--- src/rtl/ship_pkg.sv ---
// Shared ship definitions: FSM and direction encodings plus the default
// playfield geometry used by the renderer and collision logic.
package ship_pkg;

    typedef enum logic [1:0] {
        ST_IDLE   = 2'd0,
        ST_HOLD   = 2'd1,
        ST_REPEAT = 2'd2
    } ship_state_e;

    typedef enum logic [1:0] {
        DIR_NONE = 2'd0,
        DIR_L    = 2'd1,
        DIR_R    = 2'd2
    } ship_dir_e;

    localparam int SHIP_LEFT_LIMIT  = 0;
    localparam int SHIP_RIGHT_LIMIT = 19;
    localparam int SHIP_RESET_POS   = 5;

endpackage

--- src/rtl/ship_step_alu.sv ---
// Combinational one-column step: applies a direction to a position with
// saturate or wrap at the limits and reports the resulting at-limit flags.
module ship_step_alu
    import ship_pkg::*;
#(
    parameter int X_WIDTH     = 5,
    parameter int LEFT_LIMIT  = SHIP_LEFT_LIMIT,
    parameter int RIGHT_LIMIT = SHIP_RIGHT_LIMIT,
    parameter bit WRAP        = 1'b0
) (
    input  logic [X_WIDTH-1:0] i_pos,
    input  ship_dir_e          i_dir,
    output logic [X_WIDTH-1:0] o_pos,
    output logic               o_at_left,
    output logic               o_at_right
);

    // One spare bit keeps the +/-1 arithmetic clear of X_WIDTH overflow.
    localparam logic [X_WIDTH:0] LL  = (X_WIDTH+1)'(LEFT_LIMIT);
    localparam logic [X_WIDTH:0] RL  = (X_WIDTH+1)'(RIGHT_LIMIT);
    localparam logic [X_WIDTH:0] ONE = (X_WIDTH+1)'(1);

    logic [X_WIDTH:0] pos_ext;
    logic [X_WIDTH:0] next_ext;

    always_comb begin
        pos_ext  = {1'b0, i_pos};
        next_ext = pos_ext;
        case (i_dir)
            DIR_L: begin
                if (pos_ext <= LL) next_ext = WRAP ? RL : LL;
                else               next_ext = pos_ext - ONE;
            end
            DIR_R: begin
                if (pos_ext >= RL) next_ext = WRAP ? LL : RL;
                else               next_ext = pos_ext + ONE;
            end
            default: next_ext = pos_ext;
        endcase
    end

    assign o_pos      = next_ext[X_WIDTH-1:0];
    assign o_at_left  = (next_ext == LL);
    assign o_at_right = (next_ext == RL);

endmodule

--- src/rtl/ship_motion_ctrl.sv ---
// Player-ship column controller: first press steps at once, a held button
// auto-repeats after REPEAT_DELAY ticks and then every REPEAT_PERIOD ticks.
module ship_motion_ctrl
    import ship_pkg::*;
#(
    parameter int X_WIDTH       = 5,
    parameter int LEFT_LIMIT    = SHIP_LEFT_LIMIT,
    parameter int RIGHT_LIMIT   = SHIP_RIGHT_LIMIT,
    parameter int RESET_POS     = SHIP_RESET_POS,
    parameter int REPEAT_DELAY  = 8,
    parameter int REPEAT_PERIOD = 3,
    parameter bit WRAP          = 1'b0
) (
    input  logic               i_clk_36MHz,
    input  logic               i_reset,
    input  logic               i_enable,
    input  logic               i_left_debounced,
    input  logic               i_right_debounced,
    output logic [X_WIDTH-1:0] o_ship_x,
    output logic               o_moving,
    output logic               o_at_left,
    output logic               o_at_right
);

    localparam int MAX_RELOAD = (REPEAT_DELAY > REPEAT_PERIOD) ? REPEAT_DELAY : REPEAT_PERIOD;
    localparam int CW         = $clog2(MAX_RELOAD + 1);

    localparam logic [CW-1:0]      DELAY_RL  = CW'(REPEAT_DELAY - 1);
    localparam logic [CW-1:0]      PERIOD_RL = CW'(REPEAT_PERIOD - 1);
    localparam logic [CW-1:0]      CNT_ONE   = CW'(1);
    localparam logic [X_WIDTH-1:0] RESET_X   = X_WIDTH'(RESET_POS);
    localparam logic               RESET_AL  = (RESET_POS == LEFT_LIMIT);
    localparam logic               RESET_AR  = (RESET_POS == RIGHT_LIMIT);

    if (LEFT_LIMIT >= RIGHT_LIMIT) begin : g_chk_limits
        $error("ship_motion_ctrl: LEFT_LIMIT must be below RIGHT_LIMIT");
    end
    if (RESET_POS < LEFT_LIMIT || RESET_POS > RIGHT_LIMIT) begin : g_chk_reset
        $error("ship_motion_ctrl: RESET_POS outside the playfield");
    end
    if (RIGHT_LIMIT >= (2 ** X_WIDTH)) begin : g_chk_width
        $error("ship_motion_ctrl: RIGHT_LIMIT does not fit in X_WIDTH");
    end
    if (REPEAT_DELAY < 1 || REPEAT_PERIOD < 1) begin : g_chk_repeat
        $error("ship_motion_ctrl: repeat timings must be at least 1");
    end

    ship_state_e        state_q, state_d;
    ship_dir_e          dir_q, dir_d;
    ship_dir_e          dir_req;
    ship_dir_e          step_dir;
    logic [CW-1:0]      cnt_q, cnt_d;
    logic [X_WIDTH-1:0] x_q, x_d;
    logic               moving_q, moving_d;
    logic               at_left_q, at_left_d;
    logic               at_right_q, at_right_d;
    logic [X_WIDTH-1:0] alu_pos;
    logic               alu_at_left, alu_at_right;

    ship_step_alu #(
        .X_WIDTH     (X_WIDTH),
        .LEFT_LIMIT  (LEFT_LIMIT),
        .RIGHT_LIMIT (RIGHT_LIMIT),
        .WRAP        (WRAP)
    ) u_step_alu (
        .i_pos      (x_q),
        .i_dir      (step_dir),
        .o_pos      (alu_pos),
        .o_at_left  (alu_at_left),
        .o_at_right (alu_at_right)
    );

    always_comb begin
        state_d    = state_q;
        dir_d      = dir_q;
        cnt_d      = cnt_q;
        step_dir   = DIR_NONE;
        x_d        = x_q;
        at_left_d  = at_left_q;
        at_right_d = at_right_q;
        // Both buttons together cancel out, same as neither.
        if (i_left_debounced && !i_right_debounced)      dir_req = DIR_L;
        else if (i_right_debounced && !i_left_debounced) dir_req = DIR_R;
        else                                             dir_req = DIR_NONE;

        if (i_enable) begin
            case (state_q)
                ST_IDLE: begin
                    if (dir_req != DIR_NONE) begin
                        step_dir = dir_req;
                        dir_d    = dir_req;
                        cnt_d    = DELAY_RL;
                        state_d  = ST_HOLD;
                    end
                end
                ST_HOLD, ST_REPEAT: begin
                    if (dir_req == DIR_NONE) begin
                        state_d = ST_IDLE;
                        dir_d   = DIR_NONE;
                        cnt_d   = '0;
                    end else if (dir_req == dir_q) begin
                        if (cnt_q != '0) begin
                            cnt_d = cnt_q - CNT_ONE;
                        end else begin
                            step_dir = dir_req;
                            cnt_d    = PERIOD_RL;
                            state_d  = ST_REPEAT;
                        end
                    end else begin
                        step_dir = dir_req;
                        dir_d    = dir_req;
                        cnt_d    = DELAY_RL;
                        state_d  = ST_HOLD;
                    end
                end
                default: begin
                    state_d = ST_IDLE;
                    dir_d   = DIR_NONE;
                    cnt_d   = '0;
                end
            endcase
            x_d        = alu_pos;
            at_left_d  = alu_at_left;
            at_right_d = alu_at_right;
        end
        moving_d = (state_d != ST_IDLE);
    end

    always_ff @(posedge i_clk_36MHz) begin
        if (!i_reset) begin
            state_q    <= ST_IDLE;
            dir_q      <= DIR_NONE;
            cnt_q      <= '0;
            x_q        <= RESET_X;
            moving_q   <= 1'b0;
            at_left_q  <= RESET_AL;
            at_right_q <= RESET_AR;
        end else begin
            state_q    <= state_d;
            dir_q      <= dir_d;
            cnt_q      <= cnt_d;
            x_q        <= x_d;
            moving_q   <= moving_d;
            at_left_q  <= at_left_d;
            at_right_q <= at_right_d;
        end
    end

    assign o_ship_x   = x_q;
    assign o_moving   = moving_q;
    assign o_at_left  = at_left_q;
    assign o_at_right = at_right_q;

`ifdef FORMAL
    a_pos_range: assert property (@(posedge i_clk_36MHz)
        (int'(x_q) >= LEFT_LIMIT) && (int'(x_q) <= RIGHT_LIMIT));
    a_moving: assert property (@(posedge i_clk_36MHz)
        moving_q == (state_q != ST_IDLE));
    a_cnt_bound: assert property (@(posedge i_clk_36MHz)
        (state_q == ST_IDLE) ? (cnt_q == '0) :
        (state_q == ST_HOLD) ? (cnt_q <= DELAY_RL) : (cnt_q <= PERIOD_RL));
    a_hold_still: assert property (@(posedge i_clk_36MHz)
        (i_reset && !i_enable) |=> $stable(x_q));
`endif

endmodule

--- config.mk ---
export PLATFORM = sky130hd
export DESIGN_NAME = ship_motion_ctrl
export DESIGN_NICKNAME = d
export VERILOG_FILES = /design/src/rtl/ship_pkg.sv /design/src/rtl/ship_step_alu.sv /design/src/rtl/ship_motion_ctrl.sv
export SDC_FILE = /design/constraint.sdc
export NUM_CORES = 1
export LEC_CHECK = 0
export BUFFER_PORTS_ARGS = -buffer_cell sky130_fd_sc_hd__buf_2
export CAP_MARGIN = 30
export CORE_MARGIN = 8
export CORE_UTILIZATION = 30
export CTS_BUF_LIST = sky130_fd_sc_hd__clkbuf_2
export CTS_CLUSTER_SIZE = 20
export DETAILED_ROUTE_END_ITERATION = 8
export PLACE_DENSITY = 0.45
export SLEW_MARGIN = 5
export SYNTH_ARGS = -nofsm -noshare
export SYNTH_HDL_FRONTEND = slang
export SYNTH_SLANG_ARGS = --single-unit
--- constraint.sdc ---
create_clock -name i_clk_36MHz -period 2.9 [get_ports i_clk_36MHz]
set_input_delay 0.145 -clock i_clk_36MHz [delete_from_list [all_inputs] [get_ports i_clk_36MHz]]
set_output_delay 0.145 -clock i_clk_36MHz [all_outputs]
set_load 0.1 [all_outputs]
After elaboration in Yosys (flattened, before gate mapping)
Index checks and enable logic that the tools add are counted.

storage, ports and cells
  flip-flop bits (word level) = 16
  output and inout port bits = 8
  logic and storage cells = 59

cells by class
  add/sub/neg operators = 3
  magnitude comparators = 2
  equal/unequal tests = 8
  multiplexer cells = 26
  reductions and logical operators = 13

operators with widths
  kind                                                                   number
  2-bit two-way mux                                                      15
  4-bit two-way mux                                                      4
  6-bit two-way mux                                                      2
  2-bit case mux with 2 select lines                                     3
  6-bit case mux with 2 select lines                                     1
  4-bit case mux with 2 select lines                                     1
  5-bit by 1-bit adder with 6-bit output, second input constant          1
  6-bit by 5-bit == test with 1-bit output, second input constant        1
  6-bit logical NOT                                                      1
  5-bit by 1-bit subtractor with 6-bit output, second input constant     1
  5-bit greater-or-equal comparator, second input constant               1
  5-bit by 1-bit <= comparator with 1-bit output, second input constant  1
  2-bit by 1-bit == test with 1-bit output, second input constant        2
  2-bit == test, second input constant                                   2
  2-bit logical NOT                                                      2
  2-bit nonzero test                                                     2
  4-bit nonzero test                                                     1
  4-bit by 1-bit subtractor with 4-bit output, second input constant     1
  3-bit != test, second input constant                                   1
  3-bit AND reduction                                                    1
  2-bit == test                                                          1
  1-bit logical AND                                                      2
  1-bit logical NOT                                                      2
  2-bit != test, second input constant                                   1
  2 further kinds                                                        2

Depth between registers and ports, before layout
  depth after elaboration = 12
  mapped depth = 14
  depth with buffers taken out = 13

Cells and area by module
A second synthesis with hierarchy kept.

unflattened totals
  cells, all modules = 153
  area, all modules = 1,277.5 um^2

by module, submodules not included
  module            times used  cells an instance  area each (um^2)
  ship_motion_ctrl  1           101                909.6
  ship_step_alu     1           52                 367.9

Least setup slack after synthesis
OpenSTA, ideal clock, no wires.

  path type = input port to flip-flop
  start point = input port i_right_debounced
  end point = register at_right_q (netlist: o_at_right)
  library setup time = 119 ps
  arrival = 2,621 ps
  slack = 161 ps
  cell stages on the path = 14
  path buffers = 1
  cells stage by stage = inv_1 > ha_1 > xor2_1 > or2_2 > nor2_1 > nor2_1 > a32o_1 > ha_1 > clkbuf_1 > inv_1 > o211ai_1 > o221a_4 > a221oi_1 > a32o_1

on the way
  word-level cells in the longest chain between the ends = 11
  elaborated cells between the ends (all ways) = 18

RTL lines
  what                                                                              RTL line                                          text
  start, declared                                                                   ship_motion_ctrl.sv:18                            input logic i_right_debounced,
  1-bit logical AND / 1-bit logical NOT (equally long branches)                     ship_motion_ctrl.sv:83, ship_motion_ctrl.sv:82
  2-bit two-way mux / 1-bit logical AND (equally long branches)                     ship_motion_ctrl.sv:83, ship_motion_ctrl.sv:82
  2-bit two-way mux (*)                                                             ship_motion_ctrl.sv:82                            if (i_left_debounced && !i_right_debounced) dir_req = DIR_L;
  2-bit == test / 2-bit two-way mux (equally long branches)                         ship_motion_ctrl.sv:101, ship_motion_ctrl.sv:102
  2-bit two-way mux                                                                 ship_motion_ctrl.sv:101                           end else if (dir_req == dir_q) begin
  2-bit two-way mux                                                                 ship_motion_ctrl.sv:97                            if (dir_req == DIR_NONE) begin
  2-bit case mux with 2 select lines (*)                                            ship_motion_ctrl.sv:87                            case (state_q)
  2-bit two-way mux (*)                                                             ship_motion_ctrl.sv:86                            if (i_enable) begin
  2-bit == test / 2-bit by 1-bit == test with 1-bit output (equally long branches)  ship_step_alu.sv:29                               case (i_dir)
  6-bit case mux with 2 select lines (*)                                            ship_step_alu.sv:29
  6-bit by 5-bit == test with 1-bit output (*)                                      ship_step_alu.sv:44                               assign o_at_right = (next_ext == RL);
  end signal, assigned                                                              ship_motion_ctrl.sv:145                           at_right_q <= at_right_d;
  end, declared                                                                     ship_motion_ctrl.sv:56                            logic at_right_q, at_right_d;

Every way passes the cells marked *; elsewhere a longest branch is shown, timed or not.
A chain may end at the register's enable or synchronous reset.

Final worst setup path
  start point = register state_q[0]
  end point = register at_left_q (netlist: o_at_left)

on the way
  word-level cells in the longest chain between the ends = 7
  elaborated cells between the ends (all ways) = 10

RTL lines
  what                                                                              RTL line                 text
  start, declared                                                                   ship_motion_ctrl.sv:48   ship_state_e state_q, state_d;
  start signal, assigned                                                            ship_motion_ctrl.sv:139  state_q <= state_d;
  2-bit by 1-bit == test with 1-bit output / 2-bit == test (equally long branches)  ship_motion_ctrl.sv:87
  2-bit OR reduction                                                                ship_motion_ctrl.sv:87
  2-bit case mux with 2 select lines (*)                                            ship_motion_ctrl.sv:87
  2-bit two-way mux (*)                                                             ship_motion_ctrl.sv:86
  2-bit == test / 2-bit by 1-bit == test with 1-bit output (equally long branches)  ship_step_alu.sv:29
  6-bit case mux with 2 select lines (*)                                            ship_step_alu.sv:29
  6-bit logical NOT (*)                                                             ship_step_alu.sv:43      assign o_at_left = (next_ext == LL);
  end signal, assigned                                                              ship_motion_ctrl.sv:144  at_left_q <= at_left_d;
  end, declared                                                                     ship_motion_ctrl.sv:55   logic at_left_q, at_left_d;

Marks and branches as above.

==> impl_metrics.yaml <==
critical_path:
  path_cells: "inv_1 -> ha_1 -> nor2b_2 -> nand2_1 -> nor2_4 -> a32o_1 -> ha_2 -> inv_1 -> nand3_2 -> o221a_4 -> nor2b_1 -> a32o_1"
  arrival_ps: 2890
  worstReg2RegStart: "state_q[0]"
  crit_family: "compound AO/OA/AOI/OAI gates"
  crit_path_top_delay_cell: "dfxtp_2"
  crit_buf_inv: 2
  critPathLaunch: "state_q[0]"
  slowest_delay_ps: 380
  endpoint_kind: "flop"
  critPathLaunchType: "flop"
  crit_path_max_fanout: 6
  critPathRequiredTime_ps: 3090
  worstSetupPathType: "reg2reg"
cells_and_area:
  diodes: 0
  final_nets: 206
  final_cells: 240
  syn_to_final_growth_pct: 18.3
  layout-drive-gt1-share_pct: 21.8
global_route:
  grt_max_degree: 17
  grt_use_total_pct: 11.3
  antenna_found_initial: 0
  grt-busiest-layer: "met2"
  use_met1_pct: 11.9
  global_route.overflow_total: 0
  grt_pass1_wl_mm: 5.91
  use_met3_pct: 2.08
  grt_pass1_vias: 1356
  met2_usage_pct: 20.6
synth:
  netlist_area_um2: 1290
  yosysWarningCount: 0
  synthCells: 166
  syn_nets: 183
  synth_edf_count: 0
  synthFlopType: "dfxtp_1"
  yosys.cell_types.count: 48
  ys_seq_area_share_pct: 24.9
  ys_ff_latch: 16
  async_flop_share_pct: 0
  synth.avg_cell_area_um2: 7.76
die:
  rows: 24
  dieWidth_um: 81.5
  core_area_um2: 4230
  io_pins: 13
  die_area_um2: 6650
  initial_utilization_pct: 30.4
  dieHeight_um: 81.5
sta:
  slew_violations: 0
  hold_viol_final: 0
  finalSetupViolations: 0
  timing.final.crit_period_ps: 2690
  min_period_over_period_pct: 92.8
  tightest_slew_ps: 529
  setup_tns_ps: 0
  maxSlewHeadroom_pct: 64.5
  grt_setup_unrepaired: "no"
  fin_skew_ps: 18.5
  fmax_mhz: 371
clocking:
  cts.sinks: 16
  cts_inserted_buffers: 3
  cts_setup_buffers: 0
  cts_tree: "yes"
  cts_buffer_depth: 2
  cts_hold_buffers: 0
  root_buffer: "clkbuf_2"
  cts_htree_levels: 1
  clk_pin_slew_ps: 180
  clock_latency_ps: 290
route:
  drtPass1Iterations: 4
  avgViaCountPerCell: 5.43
  drt_iter0_drc: 69
  vias: 1303
  routed_wl_mm: 3.55
  wl_per_cell_um: 14.8
  final_antenna_net_count: 0
  drc: 0
placed_design:
  dp.cells: 236
  dpl.hpwl_mm: 2.74
  port_buffers: 12
  place_congestion: 0.903
pwr:
  p_leak_nw: 0.621
  powerDensity_nw_per_um2: 386
  ir_drop_v: 0.000156
min_path:
  hold_path.class: "in2reg"
  min_from: "i_reset"
status:
  status: "completed"
job:
  maxCapViolCount: 0
==> stage by stage <==
stage | power (mW) | cell area [um2] | hold WS, ps | utilization [%] | setup slack, ps
6_report | 0.588 | 1520 | 128 | 36.0 | 208
4_1_cts | 0.587 | 1490 | 108 | 35.2 | 75.9
3_5_place_dp | 0.477 | 1470 | 441 | 34.7 | 18.0
5_1_grt | 0.634 | 1520 | 88.6 | 36.0 | 24.2
2_1_floorplan | 0.415 | 1290 | 244 | - | 161
3_3_place_gp | 0.476 | 1470 | 446 | 34.7 | 119
==> worst reg2reg max path: stages, from the launching register on <==
cell	delay (ps)
dfxtp_2	380
inv_1	60
ha_1	290
nor2b_2	160
nand2_1	120
nor2_4	170
a32o_1	180
ha_2	320
inv_1	120
nand3_2	130
o221a_4	290
nor2b_1	130
a32o_1	250
==> state kept, by name, summed over array words and instances, names as in the netlist <==
signal      flops
o_ship_x        5
o_at_right      1
o_moving        1
cnt_q           4
dir_q           2
state_q         2
o_at_left       1
==> power breakdown <==
group | internal [mW] | switching (mW) | total (mW)
Clock | 0.0300 | 0.0749 | 0.105
Combinational | 0.0847 | 0.148 | 0.233
Sequential | 0.234 | 0.0163 | 0.250
Total | 0.349 | 0.239 | 0.588
==> final timing paths <==
kind / to / slack (ps) / cells after the start
max reg2reg: o_at_left / 210 / 12
min: o_ship_x[4] / 130 / 2
max: o_at_left / 210 / 12
min reg2reg: o_at_left / 490 / 1
==> per-layer routing <==
| layer | share of wire, % | up-vias | wire length, um |
|---|---|---|---|
| li1 | - | 652 | - |
| met1 | 43 | 619 | 1510 |
| met2 | 52 | 28 | 1850 |
| met3 | 3.8 | 4 | 133 |
| met4 | 1.2 | 0 | 44 |
| met5 | 0 | - | 0 |
==> layout make-up <==
type | instances | area, um2
fill | 446 | 2710
multi-input combinational | 132 | 927
sequential | 16 | 322
timing repair buffer | 23 | 143
tap | 52 | 65.1
inverter | 13 | 48.8
clock buffer | 3 | 15.0
clock inverter | 1 | 3.75
==> cells in the mapped netlist (2+ instances only) <==
cell / n / area [um2]
nand2_1: 18 / 67.6
dfxtp_1: 16 / 320
a21oi_1: 14 / 70.1
nor2_1: 13 / 48.8
ha_1: 12 / 150
inv_1: 12 / 45.0
o21ai_0: 9 / 45.0
nand2b_1: 5 / 31.3
a31oi_1: 4 / 25.0
a32o_1: 4 / 40.0
clkbuf_1: 4 / 15.0
nor2b_1: 4 / 25.0
nor3_1: 4 / 20.0
o211ai_1: 3 / 22.5
a21boi_0: 2 / 15.0
a22oi_1: 2 / 15.0
a32oi_1: 2 / 17.5
a41oi_1: 2 / 17.5
nand3_1: 2 / 10.0
nand3b_1: 2 / 15.0
nor3b_1: 2 / 15.0
o21a_1: 2 / 15.0
or2_2: 2 / 12.5
xor2_1: 2 / 17.5
==> repair_timing <==
action	in CTS	in global routing
hold endpoints to repair	0	0
resized for setup	0	9
endpoints found under the setup margin	0	5
==> kinds of logic (layout without fill, tap and decap cells) <==
group | count (synthesis) | after routing | share of synthesized area (%)
AO/OA/AOI/OAI | 56 | 56 | 31.0
XOR/XNOR | 3 | 3 | 2.04
adder cells (fa/ha/maj) | 12 | 12 | 11.7
buffers and inverters | 18 | 40 | 5.82
flip-flops | 16 | 16 | 24.9
AND/OR/NAND/NOR | 61 | 61 | 24.7
==> cell usage in the layout (no fill, tap or decap), types with 2 or more instances in the layout <==
cell type   n
nor2_1     11
buf_4      11
a31oi_1     4
inv_1      12
xor2_1      2
clkbuf_2    3
a22oi_1     2
o211ai_1    3
a41oi_1     2
nor3_1      4
clkinv_1    2
nand3b_1    2
buf_2      12
ha_1       11
a21boi_0    2
nand2b_1    5
or2_2       2
nand3_1     2
o21ai_0     9
nor2b_1     3
o21a_1      2
a32o_1      4
dfxtp_1    15
a21oi_1    14
nand2_1    18
Note: power is estimated with default switching activity, not from simulation.
